<file path="src/rtl/multicycle_controller_if.sv">
// Control bus between the multicycle controller and its datapath.
// master = controller side, slave = datapath side.
interface multicycle_controller_if;
  logic [10:0] Opcode;
  logic        Zero;
  logic        MemReady;
  logic        PCWrite;
  logic        IRWrite;
  logic        IorD;
  logic        Reg2Loc;
  logic        ALUSrc;
  logic        MemtoReg;
  logic        RegWrite;
  logic        MemRead;
  logic        MemWrite;
  logic        Branch;
  logic [1:0]  ALUOp;
  logic [2:0]  State;
  logic        IllegalOp;

  modport master (
    input  Opcode, Zero, MemReady,
    output PCWrite, IRWrite, IorD, Reg2Loc, ALUSrc, MemtoReg, RegWrite,
           MemRead, MemWrite, Branch, ALUOp, State, IllegalOp
  );

  modport slave (
    output Opcode, Zero, MemReady,
    input  PCWrite, IRWrite, IorD, Reg2Loc, ALUSrc, MemtoReg, RegWrite,
           MemRead, MemWrite, Branch, ALUOp, State, IllegalOp
  );
endinterface

</file>
<file path="src/rtl/multicycle_controller.sv">
// Multicycle instruction controller: FETCH/DECODE/EXEC/MEM/WB sequencing with a
// latched instruction class and a sticky illegal-opcode trap state.
module multicycle_controller (
  input  logic clk,
  input  logic rst_n,
  multicycle_controller_if.master bus
);
  localparam logic [2:0] FETCH  = 3'd0;
  localparam logic [2:0] DECODE = 3'd1;
  localparam logic [2:0] EXEC   = 3'd2;
  localparam logic [2:0] MEM    = 3'd3;
  localparam logic [2:0] WB     = 3'd4;
  localparam logic [2:0] ERROR  = 3'd7;

  localparam logic [2:0] CL_NOP     = 3'd0;
  localparam logic [2:0] CL_RTYPE   = 3'd1;
  localparam logic [2:0] CL_LDUR    = 3'd2;
  localparam logic [2:0] CL_STUR    = 3'd3;
  localparam logic [2:0] CL_CBZ     = 3'd4;
  localparam logic [2:0] CL_ILLEGAL = 3'd5;

  logic [2:0] state_reg, state_next;
  logic [2:0] class_reg, class_next;
  logic [2:0] op_class;
  logic       illegal_reg;

  always_comb begin
    casez (bus.Opcode)
      11'b00000000000: op_class = CL_NOP;
      11'b11111000010: op_class = CL_LDUR;
      11'b11111000000: op_class = CL_STUR;
      11'b10110100???: op_class = CL_CBZ;
      11'b1??0101?000: op_class = CL_RTYPE;
      default:         op_class = CL_ILLEGAL;
    endcase
  end

  always_comb begin
    state_next = state_reg;
    class_next = class_reg;
    case (state_reg)
      FETCH:  if (bus.MemReady) state_next = DECODE;
      DECODE: begin
        class_next = op_class;
        case (op_class)
          CL_NOP:     state_next = FETCH;
          CL_ILLEGAL: state_next = ERROR;
          default:    state_next = EXEC;
        endcase
      end
      EXEC: begin
        case (class_reg)
          CL_RTYPE:         state_next = WB;
          CL_LDUR, CL_STUR: state_next = MEM;
          default:          state_next = FETCH;
        endcase
      end
      MEM: if (bus.MemReady) state_next = (class_reg == CL_LDUR) ? WB : FETCH;
      WB:     state_next = FETCH;
      ERROR:  state_next = ERROR;
      default: state_next = FETCH;
    endcase
  end

  always_ff @(posedge clk) begin
    if (!rst_n) begin
      state_reg   <= FETCH;
      class_reg   <= CL_NOP;
      illegal_reg <= 1'b0;
    end else begin
      state_reg <= state_next;
      class_reg <= class_next;
      if (state_next == ERROR) illegal_reg <= 1'b1;
    end
  end

  // DECODE needs the live opcode for Reg2Loc: the class is only latched at the end of that cycle.
  always_comb begin
    bus.PCWrite  = 1'b0;
    bus.IRWrite  = 1'b0;
    bus.IorD     = 1'b0;
    bus.Reg2Loc  = 1'b0;
    bus.ALUSrc   = 1'b0;
    bus.MemtoReg = 1'b0;
    bus.RegWrite = 1'b0;
    bus.MemRead  = 1'b0;
    bus.MemWrite = 1'b0;
    bus.Branch   = 1'b0;
    bus.ALUOp    = 2'b00;
    case (state_reg)
      FETCH: begin
        bus.MemRead = 1'b1;
        bus.IRWrite = bus.MemReady;
        bus.PCWrite = bus.MemReady;
      end
      DECODE: bus.Reg2Loc = (op_class == CL_STUR) || (op_class == CL_CBZ);
      EXEC: begin
        case (class_reg)
          CL_RTYPE: bus.ALUOp = 2'b10;
          CL_LDUR, CL_STUR: bus.ALUSrc = 1'b1;
          CL_CBZ: begin
            bus.ALUOp   = 2'b01;
            bus.Reg2Loc = 1'b1;
            bus.Branch  = 1'b1;
            bus.PCWrite = bus.Zero;
          end
          default: ;
        endcase
      end
      MEM: begin
        bus.IorD = 1'b1;
        if (class_reg == CL_LDUR) bus.MemRead = 1'b1;
        if (class_reg == CL_STUR) begin
          bus.MemWrite = 1'b1;
          bus.Reg2Loc  = 1'b1;
        end
      end
      WB: begin
        bus.RegWrite = 1'b1;
        bus.MemtoReg = (class_reg == CL_LDUR);
      end
      default: ;
    endcase
  end

  assign bus.State     = state_reg;
  assign bus.IllegalOp = illegal_reg;
endmodule
</file>
<file path="src/flat_wrapper.sv">
// flat-port wrapper written by rule: the top's interface ports become plain ports
module multicycle_controller_flat 
  (clk, rst_n, bus_Opcode, bus_Zero, bus_MemReady, bus_PCWrite, bus_IRWrite, bus_IorD, bus_Reg2Loc, bus_ALUSrc, bus_MemtoReg, bus_RegWrite, bus_MemRead, bus_MemWrite, bus_Branch, bus_ALUOp, bus_State, bus_IllegalOp);
  multicycle_controller_if bus_i ();
  input  logic clk;
  input  logic rst_n;
  input wire logic [$bits(bus_i.Opcode)-1:0] bus_Opcode;
  input wire logic [$bits(bus_i.Zero)-1:0] bus_Zero;
  input wire logic [$bits(bus_i.MemReady)-1:0] bus_MemReady;
  output wire logic [$bits(bus_i.PCWrite)-1:0] bus_PCWrite;
  output wire logic [$bits(bus_i.IRWrite)-1:0] bus_IRWrite;
  output wire logic [$bits(bus_i.IorD)-1:0] bus_IorD;
  output wire logic [$bits(bus_i.Reg2Loc)-1:0] bus_Reg2Loc;
  output wire logic [$bits(bus_i.ALUSrc)-1:0] bus_ALUSrc;
  output wire logic [$bits(bus_i.MemtoReg)-1:0] bus_MemtoReg;
  output wire logic [$bits(bus_i.RegWrite)-1:0] bus_RegWrite;
  output wire logic [$bits(bus_i.MemRead)-1:0] bus_MemRead;
  output wire logic [$bits(bus_i.MemWrite)-1:0] bus_MemWrite;
  output wire logic [$bits(bus_i.Branch)-1:0] bus_Branch;
  output wire logic [$bits(bus_i.ALUOp)-1:0] bus_ALUOp;
  output wire logic [$bits(bus_i.State)-1:0] bus_State;
  output wire logic [$bits(bus_i.IllegalOp)-1:0] bus_IllegalOp;
  assign bus_i.Opcode = bus_Opcode;
  assign bus_i.Zero = bus_Zero;
  assign bus_i.MemReady = bus_MemReady;
  assign bus_PCWrite = bus_i.PCWrite;
  assign bus_IRWrite = bus_i.IRWrite;
  assign bus_IorD = bus_i.IorD;
  assign bus_Reg2Loc = bus_i.Reg2Loc;
  assign bus_ALUSrc = bus_i.ALUSrc;
  assign bus_MemtoReg = bus_i.MemtoReg;
  assign bus_RegWrite = bus_i.RegWrite;
  assign bus_MemRead = bus_i.MemRead;
  assign bus_MemWrite = bus_i.MemWrite;
  assign bus_Branch = bus_i.Branch;
  assign bus_ALUOp = bus_i.ALUOp;
  assign bus_State = bus_i.State;
  assign bus_IllegalOp = bus_i.IllegalOp;
  multicycle_controller u_core (.clk(clk), .rst_n(rst_n), .bus(bus_i));
endmodule
</file>
<file path="config.mk">
export PLATFORM = sky130hd
export DESIGN_NAME = multicycle_controller_flat
export DESIGN_NICKNAME = d
export VERILOG_FILES = /design/src/rtl/multicycle_controller_if.sv /design/src/rtl/multicycle_controller.sv /design/src/flat_wrapper.sv
export SDC_FILE = /design/constraint.sdc
export NUM_CORES = 1
export LEC_CHECK = 0
export BUFFER_PORTS_ARGS = -buffer_cell sky130_fd_sc_hd__buf_4
export CORE_AREA = 2 2 41 43
export CTS_BUF_LIST = sky130_fd_sc_hd__clkbuf_16
export DETAILED_ROUTE_END_ITERATION = 16
export DIE_AREA = 0 0 43 45
export GPL_TIMING_DRIVEN = 0
export PLACE_DENSITY = 0.75
export SLEW_MARGIN = 15
export SYNTH_ARGS = -nofsm -noshare
export SYNTH_HDL_FRONTEND = slang
export SYNTH_SLANG_ARGS = --single-unit
</file>
<file path="constraint.sdc">
create_clock -name clk -period 1.6 [get_ports clk]
set_input_delay 0.16 -clock clk [delete_from_list [all_inputs] [get_ports clk]]
set_output_delay 0.16 -clock clk [all_outputs]
set_load 0.01 [all_outputs]
</file>
==> flow_summary.ini <==
[final_layout]
final_cell_mix = 34 x buf_4, 11 x nand2_1, 9 x nor2_1, 8 x a21oi_1, 4 x dfxtp_2
final_common_cell = buf_4
area_growth_pct = 61.23
final_layout_size_suffix_gt1_share_pct = 49.18
antenna_cells = 0
nets = 138

[timing]
slew_headroom_pct = 75.05
setup_tns_ns = 0
setup_ws_ns = 0.04632
fmax_ghz = 0.6436
final-max-slew-violation-count = 0
hold_violations = 0
setup_viol = 0
rsz0062_at_grt = true
fin_crit_ns = 1.554
worstMarginPinSlew_ns = 0.3726
skew_ns = 0.0007673
period_share_pct = 97.10

[floorplan]
core_area_sq_um = 1471
pin_count = 31
die_h_um = 45
die_area_sq_um = 1935
initial_core_util_pct = 42.77
rows = 14
die_width_um = 43

[logic_synthesis]
syn_area_sq_um = 629.4
syn_inst = 86
ys.flop_type = dfxtp_1
avgSynthCellArea_sq_um = 7.318
yosysSeqAreaShare_pct = 22.27
synth_edf_count = 0
synth_warnings = 0
synth_cell_type_count = 35
synth.net_count = 101
synthArstFlopShare_pct = 0
ys_ff_latch = 7

[grt]
grt_use_met1_pct = 21.22
grt_pass1_wl_um = 2911
antenna_found_initial = 0
grt_use_total_pct = 19.83
grt_overflow = 0
grt.busiest_layer = met2
grtUsageMet2_pct = 39.09
grt_pass1_vias = 697
grt_max_degree = 11
grt_util_met3_pct = 2.000

[drt]
wl_um = 1834
wl_per_cell_um = 13.29
vias = 773
viasPerCell = 5.601
drtPass1Iterations = 4
route.detailed.drc = 0
drt.antenna.violating_nets = 0
drt_iter0_drc = 14

[outcome]
status = complete, no violations

[critical_path]
startpoint_type = input pin
path_max_fanout = 3
cp-end-kind = output pin
cp_data_required_time_ns = 1.44
critical_path_arrival_ns = 1.39
crit_type = in -> out

[clocking]
numCtsBuffers = 3
cts_hold_buf = 0
clk_pin_slew_worst_paths_ns = 0.04
clockBufferDepth = 2
insertion_delay_ns = 0.23
clock-sinks = 7
cts-root-buf = clkbuf_16
cts-htree-levels = 1
cts_tree = built

[placement]
gp_congestion = 0.7888
place_ws_ns = 0.02019
post-dp-hpwl_um = 1385
port-buffer-count = 30

[power_and_ir_drop]
power_mw = 1.511
powerDensity_nw_per_um2 = 1490
leakage_nw = 0.4441
peakVddDrop_uv = 1009

[job]
max_cap_violations = 0

[worst_hold_path]
hold_path.class = in -> reg
-- path summary, 6_finish.rpt --
check / cells past startpoint / to / slack (ns) / from
min: 3 / u_core.class_reg[0]$_SDFFE_PN0P_ / 0.21 / rst_n
max: 6 / bus_Reg2Loc / 0.05 / bus_Opcode[1]
min reg2reg: 1 / u_core.bus.IllegalOp$_SDFFE_PN0N_ / 0.49 / u_core.bus.IllegalOp$_SDFFE_PN0N_
max reg2reg: 5 / u_core.bus.IllegalOp$_SDFFE_PN0N_ / 0.10 / u_core.class_reg[2]$_SDFFE_PN0P_
-- through the flow --
step / area [sq um] / hold WS [ns] / instances / utilization (%)
detailed placement: 879.6 / 0.4317 / 132 / 59.78
finish: 1015 / 0.2103 / 138 / 68.96
global route: 1015 / 0.2180 / 138 / 68.96
floorplan: 634.4 / 0.2914 / 86 / -
CTS: 974.7 / 0.2078 / 135 / 66.24
global placement: 879.6 / 0.4385 / 132 / 59.78
-- report_power, final --
group          leakage (nW)  internal [mW]  switching (mW)
Clock                0.0423          0.325          0.0906
Sequential           0.0589          0.245          0.0980
Combinational         0.343          0.390           0.363
-- kinds of logic (layout without fill, tap and decap cells) --
family / count (synthesis) / after routing / share of synthesized area [%]
buf+inv: 7 / 43 / 7.157
flops: 7 / 7 / 22.27
simple gates: 48 / 48 / 44.73
compound gates: 24 / 24 / 25.85
-- cell type report --
type,instances,area [sq um]
buffer,3,30.03
tap,16,20.02
inverter,3,11.26
timing repair buffer,33,247.7
clock inverter,1,3.754
multi-input combinational,72,481.7
fill,134,456.7
clock buffer,3,75.07
sequential,7,145.1
-- critical path, stage by stage --
cell and delay [ns]:
buf_4 0.11, or4_4 0.54, nor2_1 0.12, o2111ai_1 0.14
a21oi_1 0.18, buf_4 0.14
-- per-layer routing --
layer  vias to the layer above  share of wire [%]
li1                        387                  -
met5                         -                  0
met4                         0               0.93
met2                        33                 53
met3                         2                7.0
met1                       351                 39
-- cell usage after synthesis (2+ instances only) --
library cell | count | area, sq um
nand2_1 | 11 | 41.29
nor2_1 | 9 | 33.78
a21oi_1 | 8 | 40.04
dfxtp_1 | 7 | 140.1
and3_1 | 4 | 25.02
nor3_1 | 4 | 20.02
a31oi_1 | 3 | 18.77
nand3_1 | 3 | 15.01
nor2b_1 | 3 | 18.77
a21o_1 | 2 | 15.01
buf_6 | 2 | 22.52
inv_2 | 2 | 7.510
nand2b_1 | 2 | 12.51
nand4b_1 | 2 | 17.52
nor3b_1 | 2 | 15.01
o21ai_0 | 2 | 10.01
or4_4 | 2 | 22.52
-- timing repair --
item,in CTS,in global routing
pin swaps,1,1
setup buffers,0,3
gates resized for setup,3,7
endpoints found under the setup margin,6,6
endpoints found under the hold margin,0,0
No activity file was read; power rests on OpenSTA's default activity.
